$ cat config.mk
export PLATFORM = sky130hd
export DESIGN_NAME = demux_feeder_16_3
export DESIGN_NICKNAME = d
export VERILOG_FILES = /design/src/rtl/demux_feeder_16_3.sv
export SDC_FILE = /design/constraint.sdc
export NUM_CORES = 1
export LEC_CHECK = 0
export CORE_ASPECT_RATIO = 0.9
export CORE_MARGIN = 1.5
export CORE_UTILIZATION = 44
export CTS_CLUSTER_SIZE = 30
export DETAILED_ROUTE_END_ITERATION = 8
export PLACE_DENSITY_LB_ADDON = 0.3
export RECOVER_POWER = 100
export REMOVE_ABC_BUFFERS = 1
export SYNTH_ARGS = -nofsm -noshare
export SYNTH_HDL_FRONTEND = slang
export SYNTH_SLANG_ARGS = --single-unit
export TNS_END_PERCENT = 30
$ cat constraint.sdc
create_clock -name clk -period 2.7 [get_ports clk]
set_input_delay 0.27 -clock clk [delete_from_list [all_inputs] [get_ports clk]]
set_output_delay 0.27 -clock clk [all_outputs]
set_load 0.02 [all_outputs]
$ cat src/rtl/demux_feeder_16_3.sv
`default_nettype none
// ============================================================================
//  Module   : demux_feeder_16_3
//  Purpose  : Upstream sequencer for a 4-way demultiplexer stage. Accepts
//             (data, channel) words over valid/ready, queues them in a small
//             FIFO and presents each word on the demux D/S inputs for exactly
//             HOLD cycles, with out_valid marking when D/S carry a live word.
//  Ports    : clk, rst_n       - clock, asynchronous active-low reset
//             in_valid/in_ready/in_data/in_sel - upstream handshake + word
//             D, S             - registered demux data / select
//             out_valid        - D/S carry a live word
//             count            - queued words, excluding the one on D/S
//             busy             - out_valid | (count != 0)
//  Revision : 1.0 - initial release
// ============================================================================
module demux_feeder_16_3 #(
   parameter int DW    = 3,
   parameter int DEPTH = 4,
   parameter int HOLD  = 4
) (
   input  logic                       clk,
   input  logic                       rst_n,
   input  logic                       in_valid,
   output logic                       in_ready,
   input  logic [DW-1:0]              in_data,
   input  logic [1:0]                 in_sel,
   output logic [DW-1:0]              D,
   output logic [1:0]                 S,
   output logic                       out_valid,
   output logic [$clog2(DEPTH+1)-1:0] count,
   output logic                       busy
);

   localparam int c_CW = $clog2(DEPTH + 1);
   localparam int c_AW = (DEPTH > 1) ? $clog2(DEPTH) : 1;
   localparam int c_HW = (HOLD > 1) ? $clog2(HOLD) : 1;
   localparam logic [c_HW-1:0] c_HOLD_LAST = c_HW'(HOLD - 1);

   typedef enum logic [0:0] {
      IDLE  = 1'b0,
      DRIVE = 1'b1
   } state_t;

   state_t            r_state, w_state_nxt;
   logic [c_HW-1:0]   r_hold, w_hold_nxt;
   logic [DW-1:0]     r_d, w_d_nxt;
   logic [1:0]        r_s, w_s_nxt;
   logic              r_ov, w_ov_nxt;

   logic [DW+1:0]     r_mem [DEPTH];
   logic [c_AW-1:0]   r_wr_ptr, r_rd_ptr;
   logic [c_CW-1:0]   r_count;
   logic [DW+1:0]     w_head;
   logic              w_push, w_pop;

   // Ready depends only on the registered count, so a full FIFO refuses a
   // push even on an edge that also pops.
   assign in_ready = (r_count < c_CW'(DEPTH));
   assign w_push   = in_valid & in_ready;
   assign w_head   = r_mem[r_rd_ptr];

   // ------------------------------------------------------------------
   // FIFO storage: contents need no reset, the pointers define validity.
   // ------------------------------------------------------------------
   always_ff @(posedge clk) begin
      if (w_push) begin
         r_mem[r_wr_ptr] <= {in_sel, in_data};
      end
   end

   always_ff @(posedge clk or negedge rst_n) begin
      if (!rst_n) begin
         r_wr_ptr <= '0;
         r_rd_ptr <= '0;
         r_count  <= '0;
      end else begin
         // DEPTH is a power of two, so pointer overflow is the wrap.
         if (w_push) r_wr_ptr <= r_wr_ptr + c_AW'(1);
         if (w_pop)  r_rd_ptr <= r_rd_ptr + c_AW'(1);
         case ({w_push, w_pop})
            2'b10:   r_count <= r_count + c_CW'(1);
            2'b01:   r_count <= r_count - c_CW'(1);
            default: r_count <= r_count;
         endcase
      end
   end

   // ------------------------------------------------------------------
   // Sequencer: state register
   // ------------------------------------------------------------------
   always_ff @(posedge clk or negedge rst_n) begin
      if (!rst_n) begin
         r_state <= IDLE;
         r_hold  <= '0;
         r_d     <= '0;
         r_s     <= '0;
         r_ov    <= 1'b0;
      end else begin
         r_state <= w_state_nxt;
         r_hold  <= w_hold_nxt;
         r_d     <= w_d_nxt;
         r_s     <= w_s_nxt;
         r_ov    <= w_ov_nxt;
      end
   end

   // ------------------------------------------------------------------
   // Sequencer: next state / next outputs. D/S keep their last value when
   // idle so the downstream demux never sees a spurious routing change.
   // ------------------------------------------------------------------
   always_comb begin
      w_state_nxt = r_state;
      w_hold_nxt  = r_hold;
      w_d_nxt     = r_d;
      w_s_nxt     = r_s;
      w_ov_nxt    = r_ov;
      w_pop       = 1'b0;
      case (r_state)
         IDLE: begin
            w_ov_nxt = 1'b0;
            if (r_count != '0) begin
               w_pop       = 1'b1;
               w_d_nxt     = w_head[DW-1:0];
               w_s_nxt     = w_head[DW+1:DW];
               w_ov_nxt    = 1'b1;
               w_hold_nxt  = c_HOLD_LAST;
               w_state_nxt = DRIVE;
            end
         end
         DRIVE: begin
            if (r_hold != '0) begin
               w_hold_nxt = r_hold - c_HW'(1);
            end else if (r_count != '0) begin
               // Back-to-back: next word replaces the current one with no gap.
               w_pop      = 1'b1;
               w_d_nxt    = w_head[DW-1:0];
               w_s_nxt    = w_head[DW+1:DW];
               w_hold_nxt = c_HOLD_LAST;
            end else begin
               w_ov_nxt    = 1'b0;
               w_state_nxt = IDLE;
            end
         end
         default: begin
            w_state_nxt = IDLE;
            w_ov_nxt    = 1'b0;
         end
      endcase
   end

   assign D         = r_d;
   assign S         = r_s;
   assign out_valid = r_ov;
   assign count     = r_count;
   assign busy      = r_ov | (r_count != '0);

endmodule
`default_nettype wire

# --- Yosys cells after proc, flatten, opt, wreduce, memory -nomap -nowiden ---
# Memory sizes are Yosys's and may differ from the RTL's.
# Cells that the tools add are included.
totals:
  regBits: 16
  latchBits: 0
  mem_bits_rw: 20
  romBits: 0
  input_bits: 8
  output_inout_bits: 11
  memories: 1
mem_list:
  columns: ["name", "depth", "word_bits", "read_ports", "rd_clocked_by_memory_dff", "wr", "line", "text"]
  rows:
  - ["r_mem", 4, 5, 1, 0, 1, "50", "logic [DW+1:0] r_mem [DEPTH];"]
classes:
  addsub: 5
  multipliers: 0
  div: 0
  magnitude_cmp: 1
  n_eq_ne: 4
  n_shift: 0
  mux: 20
  n_bitwise: 3
  n_reduce_logical: 4
ops:
  columns: ["op", "count"]
  rows:
  - ["$pmux W3 S2", 2]
  - ["$mux W2", 4]
  - ["$pmux W2 S2", 2]
  - ["$mux W1", 7]
  - ["$mux W3", 2]
  - ["$pmux W1 S2", 3]
  - ["$add A2 B1 Y2 const B", 2]
  - ["$ne A2 B2 Y1 const B", 2]
  - ["$reduce_bool A2 Y1", 2]
  - ["$add A3 B1 Y3 const B", 1]
  - ["$lt A3 B3 Y1 const B", 1]
  - ["$reduce_bool A3 Y1", 1]
  - ["$sub A3 B1 Y3 const B", 1]
  - ["$eq A2 B1 Y1 const B", 1]
  - ["$eq A2 B2 Y1 const B", 1]
  - ["$reduce_and A2 Y1", 1]
  - ["$sub A2 B1 Y2 const B", 1]
  - ["$and A1 B1 Y1", 1]
  - ["$not A1 Y1", 1]
  - ["$or A1 B1 Y1", 1]

# --- Depth between registers and ports, before layout ---
depth:
  depth_word: 6
  depth_mapped: 9
  ltp_nobuf: 9

# --- Worst setup path after synthesis ---
# No wires, ideal clock.
synth_timing:
  path_type: "reg2reg"
  from: "reg r_count[0] (netlist: count[0])"
  to: "reg r_count[2] (netlist: count[2])"
  setup_ns: 0.128
  arrival_ns: 1.800
  setup_slack_ns: 0.772
  stages_incl_launch_ff: 10
  synth_period_minus_slack_ns: 1.928
  cell_sequence: "dfrtp_1 > or3_4 > nand2_2 > inv_1 > ha_1 > inv_1 > fa_1 > xor2_1 > nor2_1 > xnor2_1"
synth_via:
  elab_chain_len: 6
  elab_cells_between_ends: 12
  classes_between: "add/sub (2); order compare (1); eq/ne (2); mux (4); bitwise (1); reduce/logical (2)"
synth_lines:
  columns: ["item", "line", "text"]
  rows:
  - ["start: declaration", "52", "logic [c_CW-1:0] r_count;"]
  - ["start signal: assignment", "81", "2'b10: r_count <= r_count + c_CW'(1);"]
  - ["start signal: assignment", "82", "2'b01: r_count <= r_count - c_CW'(1);"]
  - ["start signal: assignment", "83", "default: r_count <= r_count;"]
  - ["$reduce_bool A3 Y1 *", "121, 133", null]
  - ["$mux W1 *", "121, 133", null]
  - ["$mux W1", "131", "if (r_hold != '0) begin"]
  - ["$pmux W1 S2 *", "118", "case (r_state)"]
  - ["named net w_pop", "54", "logic w_push, w_pop;"]
  - ["$eq A2 B1 Y1 or $eq A2 B2 Y1 (tied branches)", "80", "case ({w_push, w_pop})"]
  - ["$pmux W3 S2 or $reduce_bool A2 Y1 (tied branches)", null, null]
# Mark *: on every way through the listed nets, which the timed path passes. The rest lies on a longest branch.
# A chain may end at the register's enable or synchronous reset.

# --- Worst setup path after layout ---
layout_timing:
  from: "reg r_hold[0]"
  to: "reg r_count[2] (netlist: count[2])"
layout_via:
  elab_chain_len: 5
  elab_cells_between_ends: 7
  classes_between: "eq/ne (2); mux (3); reduce/logical (2)"
layout_lines:
  columns: ["item", "line", "text"]
  rows:
  - ["start: declaration", "45", "logic [c_HW-1:0] r_hold, w_hold_nxt;"]
  - ["start signal: assignment", "100", "r_hold <= w_hold_nxt;"]
  - ["$reduce_bool A2 Y1 *", "131", null]
  - ["$mux W1 *", "131", null]
  - ["$pmux W1 S2 *", "118", null]
  - ["named net w_pop", "54", null]
  - ["$eq A2 B1 Y1 or $eq A2 B2 Y1 (tied branches)", "80", null]
  - ["$pmux W3 S2 or $reduce_bool A2 Y1 (tied branches)", null, null]
# Marked as above.

==> results.py <==
metrics = {
    "run": {
        "drv_cap": 0,
    },
    "hold_path": {
        "hold_class": "in -> async",
    },
    "grt": {
        "top_usage_layer": "met2",
        "grt_util_met3_pct": 4.66,
        "grt_util_all_layers_pct": 15.2,
        "grt_pass1_vias": 820,
        "use_met1_pct": 16.8,
        "antenna_found_initial": 0,
        "grt_pass1_wl_um": 3950,
        "grt_max_degree": 17,
        "globalRouteOverflowTotal": 0,
        "met2_usage_pct": 26.5,
    },
    "cts": {
        "postCtsHoldBufs": 0,
        "cts.root.buffer_cell": "clkbuf_8",
        "clockBufferDepth": 2,
        "htree_levels": 2,
        "numCtsBuffers": 5,
        "insertion_delay_ps": 290,
        "clk_pin_slew_worst_paths_ps": 80,
        "cts_num_sinks": 36,
        "cts_tree": "done",
        "ctsResizeCount": 0,
        "cts_setup_buffers": 0,
    },
    "finish": {
        "nNetsFinal": 128,
        "postLayoutCellArea_mm2": 0.00181,
        "area_growth_pct": 21.3,
        "num_antenna_cells": 0,
        "final_layout_size_suffix_gt1_share_pct": 15.7,
    },
    "die": {
        "start_util_pct": 47.5,
        "dieArea_mm2": 0.00375,
        "die_x_um": 64.4,
        "fp.coreArea_mm2": 0.00314,
        "die_h_um": 58.2,
        "floorplan.rows": 19,
        "io_pins": 19,
    },
    "timing": {
        "skew_ps": 5.54,
        "setup_tns_ps": 0,
        "period_share_pct": 85.4,
        "maxSlewHeadroom_pct": 48.4,
        "finalHoldViolations": 0,
        "finalSetupViolations": 0,
        "slew_viol_final": 0,
        "setup_ws_ps": 394,
        "rsz0062_at_grt": "false",
        "worstMarginPinSlew_ps": 771,
        "fin_crit_ps": 2310,
        "fmax_mhz": 434,
        "holdWs_ps": 496,
    },
    "drt": {
        "drc_errors": 0,
        "wl_um": 2400,
        "dr.first_iter.drc_count": 21,
        "avgViaCountPerCell": 4.92,
        "avgRoutedWirePerCell_um": 15.3,
        "antenna_left": 0,
        "drt_pass1_iterations": 4,
        "vias": 772,
    },
    "power": {
        "ir_drop_v": 0.000503,
        "p_leak_nw": 0.688,
        "p_total_w": 0.00218,
        "power_density_mw_per_mm2": 1200,
    },
    "worst_setup_path": {
        "start_kind": "flip-flop",
        "critPathRequiredTime_ps": 2910,
        "crit_chain": "o21ai_1 > nand2_1 > inv_1 > ha_1 > inv_1 > fa_1 > xor2_1 > nor2_1 > xnor2_1",
        "path_max_fanout": 7,
        "rrSetupSlack_ps": 390,
        "worstPathArrival_ps": 2510,
        "cpPeakStageDelay_ps": 420,
        "ff2ff_path_depth": 9,
        "crit_top_cell": "inv_1",
        "cp-end-kind": "flip-flop",
        "worstSetupPathType": "reg -> reg",
        "cp_slowest_cell": "dfrtp_1",
    },
    "place": {
        "gp_routability_congestion": 0.671,
        "place.port_buffers": 18,
        "dpl-instance-area_mm2": 0.00171,
        "dp_hpwl_um": 1750,
        "dp_slack_ps": 493,
    },
    "yosys": {
        "synth-seq-area-share_pct": 67.1,
        "syn_inst": 92,
        "synth_cell_type_count": 26,
        "avgSynthCellArea_um2": 16.2,
        "synth_warnings": 0,
        "syn_area_mm2": 0.00149,
        "ys_ff_latch": 36,
    },
    "outcome": {
        "outcome": "completed",
    },
}
-- cells by family after synthesis --
group                    Yosys count  share of synthesized area (%)
flip-flops                        36                           67.1
buffers and inverters             11                           3.27
AND/OR/NAND/NOR                   15                           5.79
multiplexers                      11                           12.0
adder cells (fa/ha/maj)            6                           5.54
AO/OA/AOI/OAI                      6                           2.18
XOR/XNOR                           7                           4.11
-- synthesized netlist by cell type --
cell type / n / area share [%]
nor2b_1: 2 / 0.84
nand2_1: 2 / 0.50
nand2_2: 1 / 0.42
o21ai_1: 1 / 0.34
fa_1: 1 / 1.3
o21ai_0: 1 / 0.34
a211oi_1: 1 / 0.50
inv_1: 8 / 2.0
ha_1: 5 / 4.2
xnor2_1: 5 / 2.9
buf_6: 1 / 0.75
a21oi_1: 3 / 1.0
clkbuf_1: 1 / 0.25
mux4_2: 5 / 7.6
dfrtp_1: 16 / 27
and2_1: 4 / 1.7
nor3_1: 1 / 0.34
mux2i_1: 1 / 0.67
nor2_1: 2 / 0.50
edfxtp_1: 20 / 40
xor2_1: 2 / 1.2
nand3_1: 1 / 0.34
nand2b_1: 1 / 0.42
or3_4: 1 / 0.75
mux2_2: 5 / 3.8
buf_1: 1 / 0.25
-- cell type report --
type                       instances  area, µm²
clock inverter                     3       42.5
clock buffer                       5       68.8
fill                             267       1330
timing repair buffer              18        180
tap                               42       52.6
sequential                        36       1000
multi-input combinational         45        434
inverter                           8       30.0
-- registers in the layout, summed over array words and instances (netlist names) --
signal,count
out_valid,1
D,3
S,2
r_rd_ptr,2
r_wr_ptr,2
r_state,1
count,3
r_mem,20
r_hold,2
-- where the power goes --
group / leakage (nW) / switching, W / internal [W] / total (W)
Sequential: 0.366 / 0.000137 / 0.000756 / 0.000893
Combinational: 0.268 / 0.000405 / 0.000411 / 0.000816
Clock: 0.0541 / 0.000196 / 0.000273 / 0.000469
-- final timing paths --
path,to,startpoint
setup / recovery,count[2]$_DFFE_PN0P_,r_hold[0]$_DFF_PN0_
hold / removal,r_hold[0]$_DFF_PN0_,rst_n
setup reg to reg,count[2]$_DFFE_PN0P_,r_hold[0]$_DFF_PN0_
hold reg to reg,S[0]$_DFFE_PN0P_,S[0]$_DFFE_PN0P_
max in group asynchronous,S[0]$_DFFE_PN0P_,rst_n
min in group clk,S[0]$_DFFE_PN0P_,S[0]$_DFFE_PN0P_
-- metal layers --
| metal | vias to the layer above | part of all wire (%) |
|---|---|---|
| li1 | 365 | - |
| met1 | 381 | 42 |
| met2 | 19 | 51 |
| met3 | 7 | 5.0 |
| met4 | 0 | 2.2 |
| met5 | - | 0 |
-- cells in the final DEF, fill, tap and decap left out, drive strengths merged --
| cell | instances |
|---|---|
| nand3 | 1 |
| dfrtp | 16 |
| mux2 | 5 |
| nor3 | 1 |
| o21ai | 2 |
| nand2b | 1 |
| ha | 5 |
| dlygate4sd3 | 18 |
| clkinv | 1 |
| nor2b | 2 |
| mux2i | 1 |
| bufinv | 1 |
| fa | 1 |
| and2 | 4 |
| xnor2 | 5 |
| inv | 8 |
| nand2 | 3 |
| clkinvlp | 1 |
| edfxtp | 20 |
| a211oi | 1 |
| a21oi | 3 |
| xor2 | 2 |
| or3 | 1 |
| nor2 | 2 |
| mux4 | 5 |
| clkbuf | 5 |
-- critical path: cells and delay by family, from the launching register on --
kind	cells	cell delay [ps]
AO/OA/AOI/OAI	1	300
XOR/XNOR	2	300
adder cells (fa/ha/maj)	2	570
buffers and inverters	2	200
flip-flops	1	420
AND/OR/NAND/NOR	2	440
-- metrics by stage --
stage | instances | util (%)
after floorplan | 89 | -
after global placement | 149 | 54.3
after detailed placement | 149 | 54.3
after CTS | 157 | 57.9
after global routing | 157 | 57.7
final | 157 | 57.7
Note: power is estimated with default switching activity, not from simulation.
